===== src/rtl/lms_ctrl_pkg.sv =====
// lms_ctrl_pkg: shared types and constants for the LMS tap sequencer.
//   state_t     : sequencer FSM states
//   ORDER_DEF   : default tap count
//   RD_LAT      : x/w RAM read latency in cycles
//   UPD_WB_LAT  : cycles from coefficient read to its write-back
//   addr_w_for  : address width needed to index ORDER taps
package lms_ctrl_pkg;

  localparam int ORDER_DEF  = 80;
  localparam int RD_LAT     = 1;
  localparam int UPD_WB_LAT = 2;

  typedef enum logic [2:0] {
    IDLE,
    INIT,
    FILT,
    DRAIN,
    ERR,
    UPD,
    UDRAIN,
    DONE
  } state_t;

  function automatic int addr_w_for(input int order);
    return (order <= 2) ? 1 : $clog2(order);
  endfunction

endpackage


===== src/rtl/lms_ring_addr.sv =====
// lms_ring_addr: circular delay-line addressing.
//   clk, rst : clock, synchronous active-high reset (head -> 0)
//   dec      : step head back one slot, wrapping 0 -> ORDER-1
//   clr      : force head to 0 (after the zero-fill pass)
//   base, k  : operands of the modular sum
//   head     : current write slot of the delay line
//   sum      : (base + k) mod ORDER, both operands already < ORDER
module lms_ring_addr #(
  parameter int ORDER  = 80,
  parameter int ADDR_W = 7
) (
  input  logic              clk,
  input  logic              rst,
  input  logic              dec,
  input  logic              clr,
  input  logic [ADDR_W-1:0] base,
  input  logic [ADDR_W-1:0] k,
  output logic [ADDR_W-1:0] head,
  output logic [ADDR_W-1:0] sum
);

  localparam int              AW1   = ADDR_W + 1;
  localparam logic [ADDR_W-1:0] LAST  = ADDR_W'(ORDER - 1);
  localparam logic [AW1-1:0]    ORD_W = AW1'(ORDER);

  logic [AW1-1:0] raw;
  logic [AW1-1:0] wrapped;

  always_ff @(posedge clk) begin
    if (rst)      head <= '0;
    else if (clr) head <= '0;
    else if (dec) head <= (head == '0) ? LAST : head - ADDR_W'(1);
  end

  // Both operands are below ORDER, so one conditional subtract suffices.
  assign raw     = {1'b0, base} + {1'b0, k};
  assign wrapped = raw - ORD_W;
  assign sum     = (raw >= ORD_W) ? wrapped[ADDR_W-1:0] : raw[ADDR_W-1:0];

endmodule


===== src/rtl/lms_tap_sequencer.sv =====
// lms_tap_sequencer: control FSM for a time-multiplexed LMS noise canceller.
// Drives addresses/enables for the x (delay-line) RAM, w (coefficient) RAM
// and a shared MAC; performs no arithmetic on samples itself.
//   clk, rst              : clock, synchronous active-high reset
//   in_valid / in_ready   : sample handshake (ready only while idle)
//   adapt_en              : captured at accept; 0 skips the coefficient pass
//   coef_init             : zero-fill both RAMs (idle only, beats in_valid)
//   ovr_clr               : clears the sticky overrun flag
//   x_wr_en/x_zero/x_addr : delay-line write/read port controls
//   w_rd_addr             : coefficient read address
//   w_wr_en/w_zero/w_wr_addr : coefficient write port controls
//   mac_en/mac_clr        : accumulate / load the current product
//   err_latch             : datapath captures e = d - y
//   out_valid             : one-cycle pulse, sample fully processed
//   busy, overrun         : status
module lms_tap_sequencer
  import lms_ctrl_pkg::*;
#(
  parameter int ORDER  = ORDER_DEF,
  parameter int ADDR_W = addr_w_for(ORDER)
) (
  input  logic              clk,
  input  logic              rst,
  input  logic              in_valid,
  output logic              in_ready,
  input  logic              adapt_en,
  input  logic              coef_init,
  input  logic              ovr_clr,
  output logic              x_wr_en,
  output logic              x_zero,
  output logic [ADDR_W-1:0] x_addr,
  output logic [ADDR_W-1:0] w_rd_addr,
  output logic              w_wr_en,
  output logic              w_zero,
  output logic [ADDR_W-1:0] w_wr_addr,
  output logic              mac_en,
  output logic              mac_clr,
  output logic              err_latch,
  output logic              out_valid,
  output logic              busy,
  output logic              overrun
);

  localparam logic [ADDR_W-1:0] LAST = ADDR_W'(ORDER - 1);

  state_t            state, state_nxt;
  logic [ADDR_W-1:0] k, k_nxt;
  logic [ADDR_W-1:0] base;
  logic [ADDR_W-1:0] head;
  logic [ADDR_W-1:0] ring_sum;
  logic              adapt_q;
  logic              accept;
  logic              init_go;
  logic              head_clr;
  logic              k_last;
  logic              filt_rd;
  logic              upd_rd;

  // Read-issue and write-back pipelines; index i = issued i cycles ago.
  logic [RD_LAT:1]                  mac_vld_pipe;
  logic [RD_LAT:1]                  mac_clr_pipe;
  logic [UPD_WB_LAT:1]              wb_vld_pipe;
  logic [UPD_WB_LAT:1][ADDR_W-1:0]  wb_addr_pipe;

  assign in_ready = (state == IDLE) && !rst;
  assign init_go  = in_ready && coef_init;
  assign accept   = in_ready && in_valid && !coef_init;
  assign k_last   = (k == LAST);
  assign filt_rd  = (state == FILT);
  assign upd_rd   = (state == UPD);

  lms_ring_addr #(
    .ORDER  (ORDER),
    .ADDR_W (ADDR_W)
  ) u_ring (
    .clk  (clk),
    .rst  (rst),
    .dec  (accept),
    .clr  (head_clr),
    .base (base),
    .k    (k),
    .head (head),
    .sum  (ring_sum)
  );

  // k is the tap index in INIT/FILT/UPD and a small cycle counter in the
  // drain states.
  always_comb begin
    state_nxt = state;
    k_nxt     = k;
    head_clr  = 1'b0;
    unique case (state)
      IDLE: begin
        if (init_go) begin
          state_nxt = INIT;
          k_nxt     = '0;
        end else if (accept) begin
          state_nxt = FILT;
          k_nxt     = '0;
        end
      end
      INIT: begin
        if (k_last) begin
          state_nxt = IDLE;
          k_nxt     = '0;
          head_clr  = 1'b1;
        end else begin
          k_nxt = k + ADDR_W'(1);
        end
      end
      FILT: begin
        if (k_last) begin
          state_nxt = DRAIN;
          k_nxt     = '0;
        end else begin
          k_nxt = k + ADDR_W'(1);
        end
      end
      DRAIN: begin
        if (k == ADDR_W'(RD_LAT - 1)) begin
          state_nxt = ERR;
          k_nxt     = '0;
        end else begin
          k_nxt = k + ADDR_W'(1);
        end
      end
      ERR: begin
        state_nxt = adapt_q ? UPD : DONE;
        k_nxt     = '0;
      end
      UPD: begin
        if (k_last) begin
          state_nxt = UDRAIN;
          k_nxt     = '0;
        end else begin
          k_nxt = k + ADDR_W'(1);
        end
      end
      UDRAIN: begin
        if (k == ADDR_W'(UPD_WB_LAT - 1)) begin
          state_nxt = DONE;
          k_nxt     = '0;
        end else begin
          k_nxt = k + ADDR_W'(1);
        end
      end
      DONE: begin
        state_nxt = IDLE;
        k_nxt     = '0;
      end
      default: begin
        state_nxt = IDLE;
        k_nxt     = '0;
      end
    endcase
  end

  always_ff @(posedge clk) begin
    if (rst) begin
      state        <= IDLE;
      k            <= '0;
      base         <= '0;
      adapt_q      <= 1'b0;
      overrun      <= 1'b0;
      mac_vld_pipe <= '0;
      mac_clr_pipe <= '0;
      wb_vld_pipe  <= '0;
      wb_addr_pipe <= '0;
    end else begin
      state <= state_nxt;
      k     <= k_nxt;
      if (accept) begin
        base    <= head;
        adapt_q <= adapt_en;
      end
      // Set has priority over clear so a drop coinciding with a clear is
      // never lost.
      if (in_valid && !in_ready) overrun <= 1'b1;
      else if (ovr_clr)          overrun <= 1'b0;

      mac_vld_pipe[1] <= filt_rd;
      mac_clr_pipe[1] <= filt_rd && (k == '0);
      for (int i = 2; i <= RD_LAT; i++) begin
        mac_vld_pipe[i] <= mac_vld_pipe[i-1];
        mac_clr_pipe[i] <= mac_clr_pipe[i-1];
      end

      wb_vld_pipe[1]  <= upd_rd;
      wb_addr_pipe[1] <= k;
      for (int i = 2; i <= UPD_WB_LAT; i++) begin
        wb_vld_pipe[i]  <= wb_vld_pipe[i-1];
        wb_addr_pipe[i] <= wb_addr_pipe[i-1];
      end
    end
  end

  always_comb begin
    x_wr_en   = accept || (state == INIT);
    x_zero    = (state == INIT);
    w_zero    = (state == INIT);
    w_wr_en   = (state == INIT) || wb_vld_pipe[UPD_WB_LAT];
    w_wr_addr = '0;
    if (state == INIT)                 w_wr_addr = k;
    else if (wb_vld_pipe[UPD_WB_LAT])  w_wr_addr = wb_addr_pipe[UPD_WB_LAT];
    x_addr    = '0;
    w_rd_addr = '0;
    case (state)
      IDLE:     x_addr = head;
      INIT:     x_addr = k;
      FILT, UPD: begin
        x_addr    = ring_sum;
        w_rd_addr = k;
      end
      default: ;
    endcase
    mac_en    = mac_vld_pipe[RD_LAT];
    mac_clr   = mac_clr_pipe[RD_LAT];
    err_latch = (state == ERR);
    out_valid = (state == DONE);
    busy      = (state != IDLE);
  end

endmodule

===== config.mk =====
export PLATFORM = sky130hd
export DESIGN_NAME = lms_tap_sequencer
export DESIGN_NICKNAME = d
export VERILOG_FILES = /design/src/rtl/lms_ctrl_pkg.sv /design/src/rtl/lms_ring_addr.sv /design/src/rtl/lms_tap_sequencer.sv
export SDC_FILE = /design/constraint.sdc
export NUM_CORES = 1
export LEC_CHECK = 0
export ABC_AREA = 1
export BUFFER_PORTS_ARGS = -buffer_cell sky130_fd_sc_hd__buf_4
export CORE_MARGIN = 5
export CORE_UTILIZATION = 53
export CTS_BUF_LIST = sky130_fd_sc_hd__clkbuf_8
export CTS_CLUSTER_DIAMETER = 40
export CTS_CLUSTER_SIZE = 8
export DETAILED_ROUTE_END_ITERATION = 12
export GPL_TIMING_DRIVEN = 0
export PLACE_DENSITY_LB_ADDON = 0.2
export SYNTH_ARGS = -nofsm -noshare
export SYNTH_HDL_FRONTEND = slang
export SYNTH_SLANG_ARGS = --single-unit

===== constraint.sdc =====
create_clock -name clk -period 3.9 [get_ports clk]
set_input_delay 0.39 -clock clk [delete_from_list [all_inputs] [get_ports clk]]
set_output_delay 0.39 -clock clk [all_outputs]
set_load 0.02 [all_outputs]

# Word-level counts from Yosys, hierarchy flattened

Cells that the tools add are included.

Multiplexer cells: 25
Shift-type cells: 0
$mul: 0
Add/subtract/negate cells: 4
Div/mod/pow operators: 0
Equality and inequality tests: 15
Bitwise gates (word level): 0
Reduce and logical (&&, ||, !) cells: 21
Order comparisons: 1

Operator list:

| operator                                                                            | number |
|---|---|
| 7-bit two-way mux                                                                   | 10 |
| 7-bit case mux with 5 select lines                                                  | 1 |
| 3-bit case mux with 8 select lines                                                  | 1 |
| 3-bit two-way mux                                                                   | 7 |
| 7-bit case mux with 3 select lines                                                  | 1 |
| 7-bit zero test                                                                     | 2 |
| 3-bit equality test, second input constant                                          | 4 |
| 7-bit by 7-bit adder with 8-bit output                                              | 1 |
| 8-bit by 7-bit greater-or-equal comparator with 1-bit output, second input constant | 1 |
| 2-bit != test, second input constant                                                | 4 |
| 7-bit by 1-bit adder with 7-bit output, second input constant                       | 1 |
| 7-bit by 1-bit equality test with 1-bit output, second input constant               | 1 |
| 7-bit equality test, second input constant                                          | 1 |
| 7-bit by 1-bit subtractor with 7-bit output, second input constant                  | 1 |
| 7-bit subtractor, second input constant                                             | 1 |
| 3-bit by 2-bit equality test with 1-bit output, second input constant               | 2 |
| 1-bit logical AND                                                                   | 6 |
| 6-bit AND reduction                                                                 | 1 |
| 2-bit OR reduction                                                                  | 3 |
| 1-bit two-way mux                                                                   | 4 |
| 3-bit by 1-bit equality test with 1-bit output, second input constant               | 1 |
| 1-bit zero test                                                                     | 3 |
| 3-bit zero test                                                                     | 1 |
| 3-bit != test, second input constant                                                | 1 |
| other kinds (6)                                                                     | 7 |

Register bits after elaboration: 44
Memories: 0
Word-level logic and storage cells: 77
Output and inout bits: 32
Input port bits: 6
ROM bits: 0
Bits in writable memories: 0
Latch bits: 0

# Longest topological paths before layout

Gate-level depths: netlist (run 1).

Depth after elaboration: 7
Depth in mapped cells: 15
Gate-level depth less buffers: 15

# Hierarchy

Synthesis (run 1) repeated with hierarchy kept, for this count alone.

Cells, all modules: 383
Area total of the unflattened synthesis: 2585.0 sq um

Modules (own cells, without submodules):

| module            | area each (sq um) | cells an instance | times used | seq. area each (sq um) |
|---|---|---|---|---|
| lms_tap_sequencer | 1849.3            | 267               | 1          | 740.7 |
| lms_ring_addr     | 735.7             | 116               | 1          | 140.1 |

# Worst setup path after synthesis (run 1)

Ideal clock, no wire load.

Path kind: reg2out
Start point: register k[0]
End point: output port x_addr[6]
Stages on the path, launching flop included: 15
Required time: 3510 ps
Path buffers: 0
Data arrival time: 2153 ps
Slack: 1357 ps
Path through: dfxtp_1 > ha_1 > fa_1 > nand2_1 > nand2_1 > nand3_1 > nand2_1 > inv_1 > ha_1 > nand3_1 > nor2_1 > nand2_1 > nand2_1 > a21oi_1 > o21bai_1

Cells in the longest elaborated chain, start to end: 4
Elaborated cells on any way between the ends: 5
Those cells by class: 2 x add/sub; 1 x order compare; 2 x mux

RTL lines:

| what                                                                                             | line                                     | source |
|---|---|---|
| from (decl)                                                                                      | lms_tap_sequencer.sv:47                  | `logic [ADDR_W-1:0] k, k_nxt;` |
| from (signal assigned)                                                                           | lms_tap_sequencer.sv:171                 | `k <= k_nxt;` |
| 7-bit by 7-bit adder with 8-bit output *                                                         | lms_ring_addr.sv:36                      | `assign raw = {1'b0, base} + {1'b0, k};` |
| 7-bit subtractor or 8-bit by 7-bit greater-or-equal comparator with 1-bit output (tied branches) | lms_ring_addr.sv:37, lms_ring_addr.sv:38 |  |
| 7-bit two-way mux *                                                                              | lms_ring_addr.sv:38                      | `assign sum = (raw >= ORD_W) ? wrapped[ADDR_W-1:0] : raw[ADDR_W-1:0];` |
| 7-bit case mux with 3 select lines *                                                             | lms_tap_sequencer.sv:207                 | `case (state)` |
| to (decl)                                                                                        | lms_tap_sequencer.sv:31                  | `output logic [ADDR_W-1:0] x_addr,` |

Every way passes the cells marked *; elsewhere a longest branch is shown, timed or not.

# Final worst setup path (run 1)

Start point: register k[0]
End point: output port x_addr[5]

The elaborated chain is that of the path after synthesis.

==> run summary, run 1 <==
Chip width: 78.4 um
R2R depth: 8
Synth top cells by count: nand2_1 (72), nor2_1 (62), inv_1 (52)
Vias: 2496
Fin nets: 425
Initial Utilization: 0.557
Area delta synth->final: 17.2%
Cell area after layout: 2900 um2
HP Class: input pin to register
Post-Route WL: 6270 um
Die height: 78.4 um
CTS Buffer Depth: 2
Crit Path Category: register to output pin
Post-DR wirelength/cell: 13.7 um
Reg2reg end: state[0]
Relative slew slack: 0.603
Most frequent cell after synthesis: nand2_1
Gp weighted congestion: 0.908
RSZ-0062 raised after global routing: false
Drt initial violations: 202
Critical path launch point type: register
Tot GR Track Use: 0.214
Mapped Nets: 382
Initial antenna violation count: 0
Clk Latency, worst-skew pair: 300 ps
Status: completed
Post-CTS Resized: 0
Switching share of power: 0.447
Largest net degree at the start of global routing: 16
Core area: 4440 um2
Number of synthesized register bits: 44
Worst hold stages: 4
FP Rows: 24
First-pass GRT wire length: 10500 um
Die area: 6140 um2
Pre-antenna DRT Iters: 5
Synthesized area: 2480 um2
CP Capture Type: output pin
Post-synth EDFFs: 0
DP HPWL: 4820 um
PortBufs: 36
Fillers: 412
Proportion of power drawn by combinational gates: 0.490
H-tree levels: 2
Reg power frac: 0.330
Post-synth top area share: 0.356
Hold EP: overrun
Max-cap violation count: 0
# Post-CTS Setup Buffers: 0
Setup TNS: 0 ps
Peak VDD IR: 0.000439 V
N_diodes: 0
CTS tree: built
Total of warnings raised by yosys: 0
Sequential share of the synthesized area: 0.356
Root Driver: clkbuf_8
Synth unique cells: 37
Worst Path Max Fanout: 7
Vias per cell: 5.44
Final hold viol count: 0
Final setup viols: 0
Period utilization: 0.804
GRT overflow: 0
Worst Hold Launch: ovr_clr
Max Slew Vio Count: 0
Tmin final: 3140 ps
Final antenna-violating net count: 0
Most area-consuming cells after synthesis: dfxtp_1 (36%), nand2_1 (11%), nor2_1 (9.4%)
Setup slack, reg-to-reg: 1820 ps
Reg-to-Reg Start: k[1]
Vias in the first global route: 2276
Placement Cell Area: 2810 um2
Share of cells above drive strength 1: 0.167
Clk pwr share: 0.180
Multi-input logic area: 1340 um2
Pwr/cell area: 562 nW/um2
Clk slew on worst S/H paths: 90 ps
Critical Path AT: 2750 ps
Hold buffer count at CTS: 0
F_max: 319 MHz
Post-synthesis cell count: 363
Worst-margin pin slew: 592 ps
Clock skew: 11.3 ps
Clock sinks: 44
FF/Latch Area: 881 um2
Required time worst endpoint: 3510 ps
CTS Buf Count: 5
Main synth FF type: dfxtp_1
Drc violations: 0
P_sw: 729 uW
Ys async rst share: 0
Avg Cell Area, Syn: 6.82 um2
Num ports: 38
Pint: 901 uW
Leakage: 1.43 nW
Leading area contributor after synthesis: dfxtp_1
metal layers:
layer  part of all wire  vias up  wire [um]  global-route usage
met2               0.46      125       2870               0.366
met5                  0        -          0                   0
met4             0.0088        0         55              0.0472
met1               0.45     1112       2820               0.279
li1                   -     1250          -                   -
met3              0.084        9        525              0.0435
logic make-up (layout without fill, tap and decap cells):
group / Yosys count / count (layout) / share of synthesized area
and+or+nand+nor: 185 / 185 / 0.331
xor gates and xnor gates: 2 / 2 / 0.00707
DFF: 44 / 44 / 0.356
AOI/OAI and AO/OA: 55 / 55 / 0.132
buffers and inverters: 64 / 108 / 0.106
adders and majority gates: 13 / 13 / 0.0687
state kept, by name (all words and copies together), names as in the netlist:
| signal | cells |
|---|---|
| adapt_q | 1 |
| base | 7 |
| k | 7 |
| mac_clr | 1 |
| mac_en | 1 |
| overrun | 1 |
| state | 3 |
| u_ring.head | 7 |
| wb_addr_pipe | 14 |
| wb_vld_pipe | 2 |
through the flow:
stage	std cells	worst slack [ps]	hold slack [ps]	power, mW	utilization
2_1_floorplan	363	1360	388	1.10	-
3_3_place_gp	451	1200	391	1.32	0.633
3_5_place_dp	451	1160	395	1.34	0.633
4_1_cts	459	767	329	1.63	0.653
5_1_grt	459	520	348	1.74	0.653
6_report	459	764	332	1.63	0.653
power groups by stage:
stage          sequential [mW]  combinational (mW)  clock (mW)
2_1_floorplan            0.545               0.560           0
4_1_cts                  0.537               0.795       0.298
5_1_grt                  0.545               0.879       0.319
6_report                 0.538               0.800       0.293
3_3_place_gp             0.546               0.773           0
3_5_place_dp             0.548               0.788           0
worst max path at each step:
stage                     from         to  slack (ps)  cells past startpoint
after global routing      k[0]  x_addr[5]         520                     16
after global placement    k[0]  x_addr[5]        1200                     16
after detailed placement  k[0]  x_addr[5]        1160                     16
final                     k[0]  x_addr[5]         760                     16
after CTS                 k[0]  x_addr[5]         770                     16
after floorplan           k[0]  x_addr[6]        1360                     14
cell type report:
cell class | count | area share
multi-input combinational | 255 | 0.460
sequential | 44 | 0.303
timing repair buffer | 36 | 0.0931
inverter | 54 | 0.0707
clock buffer | 5 | 0.0237
tap | 52 | 0.0224
buffer | 10 | 0.0194
clock inverter | 3 | 0.00733
cell usage in the layout, fill, tap and decap left out, drive strengths merged, types with 2 or more instances in the layout:
cell / count
o211ai: 4
a211oi: 2
a21oi: 26
a31oi: 5
nand3b: 2
o21ai: 14
clkbuf: 6
buf: 45
dfxtp: 44
nand3: 27
nor3: 6
ha: 12
inv: 55
nor2: 68
nand4: 4
nand2: 76
critical path, stage by stage, from the launching register on:
cell and delay [ps]:
dfxtp_1 390, ha_1 260, fa_1 420, nand2_1 90
nand2_1 80, nand3_1 80, nand2_1 100, inv_1 100
ha_1 150, nand3_1 70, nor2_1 170, nand2_1 90
nand3_1 120, nand2_1 70, nand3_1 70, nand2_1 50
buf_4 150
No activity file was read; power rests on OpenSTA's default activity.
==> inputs of run 2 (changes only) <==
Clock period 3.9 ns to 2.5 ns, I/O delays scaled along.
==> run summary, run 2 (synthesis gave the netlist of run 1 again) <==
Status: complete, but fails checks
Failing checks: negative setup slack
Worst hold stages: 4 (unchanged)
Share of cells above drive strength 1: 0.240 (+0.0726)
GRT overflow: 0 (unchanged)
Max-cap violation count: 0 (unchanged)
Chip width: 78.4 um (unchanged)
Hold buffer count at CTS: 0 (unchanged)
Top reg by flops: wb_addr_pipe
Max Slew Vio Count: 0 (unchanged)
Area delta synth->final: 24.5%
Drt initial violations: 261 (+29%)
Tmin final: 2800 ps
Num ports: 38 (unchanged)
F_max: 357 MHz
PortBufs: 36 (unchanged)
Setup TNS: -663 ps (-663 ps)
Clock sinks: 44 (unchanged)
Largest net degree at the start of global routing: 16 (unchanged)
Vias: 2580 (+3.4%)
Pre-antenna DRT Iters: 6 (+1)
H-tree levels: 2 (unchanged)
CTS Buffer Depth: 2 (unchanged)
Final hold viol count: 0 (unchanged)
CTS tree: built
Pwr/cell area: 852 nW/um2 (+52%)
Relative slew slack: 0.584 (-0.0190)
Fillers: 384 (-6.8%)
Leakage: 1.46 nW (+2.6%)
Die area: 6140 um2 (unchanged)
Max reg flops: 14 (unchanged)
CTS Buf Count: 5 (unchanged)
Worst Path Max Fanout: 3 (-4)
Commonest cells after routing, fill and taps aside: nand2_1 (67), nor2_1 (61), inv_1 (51), buf_4 (44), dfxtp_1 (38)
Vias in the first global route: 2486 (+9.2%)
Fin nets: 431 (+1.4%)
HP Class: input pin to register
Clk slew on worst S/H paths: 90 ps (about the same)
Tot GR Track Use: 0.234 (+0.0198)
CP Capture Type: output pin
Required time worst endpoint: 2250 ps (-1260 ps)
Placed cells: 451 (unchanged)
Core area: 4440 um2 (unchanged)
Initial antenna violation count: 0 (unchanged)
Period utilization: 1.12
Gp weighted congestion: 0.908 (unchanged)
DP HPWL: 4820 um (unchanged)
Crit Path Category: register to output pin
Peak VDD IR: 0.000694 V (+58%)
Clk Latency, worst-skew pair: 300 ps (about the same)
Vias per cell: 5.55 (+2.0%)
Post-DR wirelength/cell: 14.7 um (+7.5%)
RSZ-0062 raised after global routing: true
Drc violations: 0 (unchanged)
Non-Filler Instances: 465 (+1.3%)
Die height: 78.4 um (unchanged)
Post-Route WL: 6830 um (+8.9%)
Critical Path AT: 2550 ps (-200 ps)
FP Rows: 24 (unchanged)
Worst-margin pin slew: 620 ps (+28.3 ps)
First-pass GRT wire length: 11500 um (+9.2%)
Final antenna-violating net count: 0 (unchanged)
Setup WS post-layout: -299 ps (-1060 ps)
Initial Utilization: 0.557 (unchanged)
Final setup viols: 3 (+3)
Critical path launch point type: register
Clock skew: 6.93 ps (-4.34 ps)
Most common cell after layout, fill and taps aside: nand2_1
N_diodes: 0 (unchanged)
R2R depth: 8 (unchanged)
Root Driver: clkbuf_8
-- run 2: cell count changes in the layout (fill, tap and decap cells not counted), sizes merged --
cell,before,now
buf,45,51
-- run 2: where the power goes --
group          switching, mW  leakage, nW  internal, mW
Clock                  0.261       0.0445         0.198
Combinational          0.857         1.06         0.471
Sequential            0.0616        0.360         0.780
-- run 2: area by class of cell --
cell class | count | area, um2 | area share
Timing Repair Buffer | 42 | 323 | 0.105
Sequential cell | 44 | 893 | 0.290
Clock buffer | 5 | 68.8 | 0.0223
Clock inverter | 3 | 21.3 | 0.00689
Buffer | 10 | 56.3 | 0.0182
Tap cell | 52 | 65.1 | 0.0211
Multi-Input combinational cell | 255 | 1450 | 0.471
Inverter | 54 | 205 | 0.0665
-- run 2: path summary, 6_finish.rpt --
kind / from / to / slack, ps
setup reg to reg: k[0] / state[2] / 470
setup / recovery: k[0] / x_addr[6] / -300
hold reg to reg: wb_addr_pipe[1] / wb_addr_pipe[8] / 410
hold / removal: ovr_clr / overrun / 190
-- run 2: timing repair --
item,4_1_cts,5_1_grt
buffers inserted,6,0
resized for setup,28,5
setup endpoints to repair,3,3
pin swaps,10,1
-- run 2: through the flow --
| step | utilization | hold slack [ps] | total power [mW] | worst slack, ps | instance area, um2 |
|---|---|---|---|---|---|
| after detailed placement | 0.633 | 395 | 2.08 | -99.1 | 2810 |
| after CTS | 0.689 | 189 | 2.60 | -171 | 3060 |
| after global routing | 0.694 | 208 | 2.80 | -443 | 3090 |
| after floorplan | - | 388 | 1.72 | 97.2 | 2480 |
| after global placement | 0.633 | 391 | 2.06 | -63.3 | 2810 |
| final | 0.694 | 190 | 2.63 | -299 | 3090 |
-- run 2: critical path: stages (launching register included) --
cell      delay [ps]
dfxtp_4          360
ha_4             160
fa_2             380
nand2_2           90
nand2_2           80
nand3_2          100
nand2_2           70
inv_2             80
ha_4             130
nand3_4           70
nor2_4           130
nand2_2           70
nand2_1           80
a21oi_1           80
o21bai_1         180
buf_4            170
-- run 2: metal layers --
layer  routed length (um)  GRT usage  vias up
met4                  160     0.0752        0
met5                    0          0        -
met1                 2970      0.290     1153
met2                 3140      0.403      144
li1                     -          -     1259
met3                  561     0.0515       24
==> inputs of run 3 (changes only) <==
--- a/constraint.sdc
+++ b/constraint.sdc
@@ -3,2 +3,2 @@
 set_output_delay 0.25 -clock clk [all_outputs]
-set_load 0.02 [all_outputs]
+set_load 0.1 [all_outputs]
==> run summary, run 3 (synthesis gave the netlist of run 1 again) <==
Status: complete, but fails checks
Failing checks: negative setup slack
Relative slew slack: 0.612 (+0.0288)
Peak VDD IR: 0.000938 V (+35%)
Tmin final: 2790 ps (-9.79 ps)
PortBufs: 36 (unchanged)
Root Driver: clkbuf_8
Share of cells above drive strength 1: 0.266 (+0.0260)
Initial antenna violation count: 0 (unchanged)
Die height: 78.4 um (unchanged)
Clk Latency, worst-skew pair: 310 ps (about the same)
Vias in the first global route: 2455 (-1.2%)
Reg-to-Reg Start: k[0]
Fin nets: 432 (+0.23%)
N_diodes: 0 (unchanged)
First-pass GRT wire length: 11400 um (-0.72%)
DP HPWL: 4850 um (+0.47%)
Most numerous cell on the critical path: nand2_2
R2R depth: 9 (+1)
Clock skew: 6.57 ps (-0.361 ps)
Max-cap violation count: 0 (unchanged)
Num ports: 38 (unchanged)
CTS Buffer Depth: 2 (unchanged)
Post-DR wirelength/cell: 15.1 um (+3.2%)
GRT overflow: 0 (unchanged)
CP Capture Type: output pin
Buffers & Inverters on Critical Path: 2 (unchanged)
CTS Buf Count: 5 (unchanged)
Critical path launch point type: register
Critical Path AT: 2540 ps (about the same)
Worst hold stages: 4 (unchanged)
Drt initial violations: 238 (-8.8%)
FP Rows: 24 (unchanged)
Largest net degree at the start of global routing: 15 (-1)
Cell breakdown of the critical path: ha_4 > fa_2 > nand2_2 > nand2_2 > nand3_2 > nand2_2 > inv_2 > ha_4 > nand3_4 > nor2_4 > nand2_2 > nand3_1 > nand2_1 > nand3_2 > nand2_4 > buf_12
Fillers: 374 (-2.6%)
Max Slew Vio Count: 0 (unchanged)
Required time worst endpoint: 2250 ps (about the same)
Core area: 4440 um2 (unchanged)
Reg2reg end: state[0]
Crit Path Category: register to output pin
Final setup viols: 3 (unchanged)
Vias: 2567 (-0.50%)
Crit-path slowest cell: fa_2
Period utilization: 1.12 (-0.00391)
Hold buffer count at CTS: 0 (unchanged)
Top reg by flops: wb_addr_pipe
RSZ-0062 raised after global routing: true
Post-Route WL: 7060 um (+3.4%)
H-tree levels: 2 (unchanged)
Crit path largest cell delay: 400 ps (+20 ps)
Hold EP: overrun
Worst Path Max Fanout: 3 (unchanged)
Max reg flops: 14 (unchanged)
Post-layout util: 0.725 (+0.0304)
Setup TNS: -801 ps (-137 ps)
Tot GR Track Use: 0.231 (-0.00255)
Pwr/cell area: 1070 nW/um2 (+25%)
Chip width: 78.4 um (unchanged)
Pre-antenna DRT Iters: 6 (unchanged)
Commonest cells after routing, fill and taps aside: nand2_1 (63), nor2_1 (61), inv_1 (50), buf_4 (44), dfxtp_1 (38)
Initial Utilization: 0.557 (unchanged)
Die area: 6140 um2 (unchanged)
Worst-margin pin slew: 581 ps (-38.4 ps)
Final hold viol count: 0 (unchanged)
Clk slew on worst S/H paths: 90 ps (about the same)
CP top delay family: simple AND/OR/NAND/NOR gates
Setup slack, reg-to-reg: 550 ps (+80 ps)
Setup WS post-layout: -290 ps (+9.79 ps)
Vias per cell: 5.51 (-0.72%)
Final antenna-violating net count: 0 (unchanged)
Worst Hold Launch: ovr_clr
Leakage: 1.50 nW (+2.4%)
Drc violations: 0 (unchanged)
HP Class: input pin to register
F_max: 358 MHz (+0.35%)
Gp weighted congestion: 0.886 (-2.4%)
Area delta synth->final: 30.0%
CTS tree: built
Clock sinks: 44 (unchanged)
Most common cell after layout, fill and taps aside: nand2_1
Setup slack at placement: -225 ps (-126 ps)
## run 3: cell count changes in the layout (fill, tap and decap cells not counted), moves of 2 or more
cell | before | now
buf_12 | 0 | 4
nand2_2 | 7 | 9
nand2_4 | 2 | 4
nand2_1 | 67 | 63
buf_6 | 2 | 0
## run 3: how the worst max path moves through the flow
stage | startpoint | slack (ps) | end | depth (start not counted)
floorplan | k[0] | -390 | x_addr[6] | 14
global placement | k[0] | -220 | x_addr[5] | 15
detailed placement | k[0] | -230 | x_addr[4] | 15
CTS | k[0] | -220 | x_addr[6] | 15
global route | k[0] | -390 | x_addr[4] | 16
finish | k[0] | -290 | x_addr[4] | 16
## run 3: power by group
group          leakage [nW]  internal [mW]  switching, mW
Sequential            0.360          0.782         0.0644
Combinational          1.08          0.544           1.46
Clock                0.0614          0.327          0.263
## run 3: per-layer routing
layer  up-vias  track usage  share of wire
li1       1263            -              -
met1      1170        0.286           0.43
met2       108        0.397           0.46
met3        26       0.0515          0.078
met4         0       0.0804          0.035
met5         -            0              0
## run 3: worst reg2reg max path: stages (launching register included)
cell      delay [ps]
dfxtp_4          370
buf_4            150
ha_1             210
nand3_1          110
nor3_1           450
o211ai_4         200
nor2_4           200
nand2_1           70
nand2_1           60
nor2_1            40
## run 3: layout make-up
cell class	count	area (um2)	area share
inverter	54	205	0.0637
clock buffer	6	82.6	0.0256
timing repair buffer	43	360	0.112
sequential	44	893	0.277
clock inverter	2	38.8	0.0120
multi-input combinational	255	1500	0.467
tap	52	65.1	0.0202
buffer	10	71.3	0.0221
## run 3: per-stage QoR
step                      power [mW]  cell area (um2)  instances  hold slack, ps
after detailed placement        2.74             2860        451             393
after global placement          2.72             2860        451             391
after global routing            3.62             3220        466             196
after CTS                       3.41             3160        464             193
final                           3.44             3220        466             191
after floorplan                 2.38             2520        363             388
## run 3: what timing repair did
item,4_1_cts,5_1_grt
buffers inserted,5,2
gates resized for setup,33,11
setup endpoints to repair,3,3
pin swaps,6,6
gates cloned,0,0
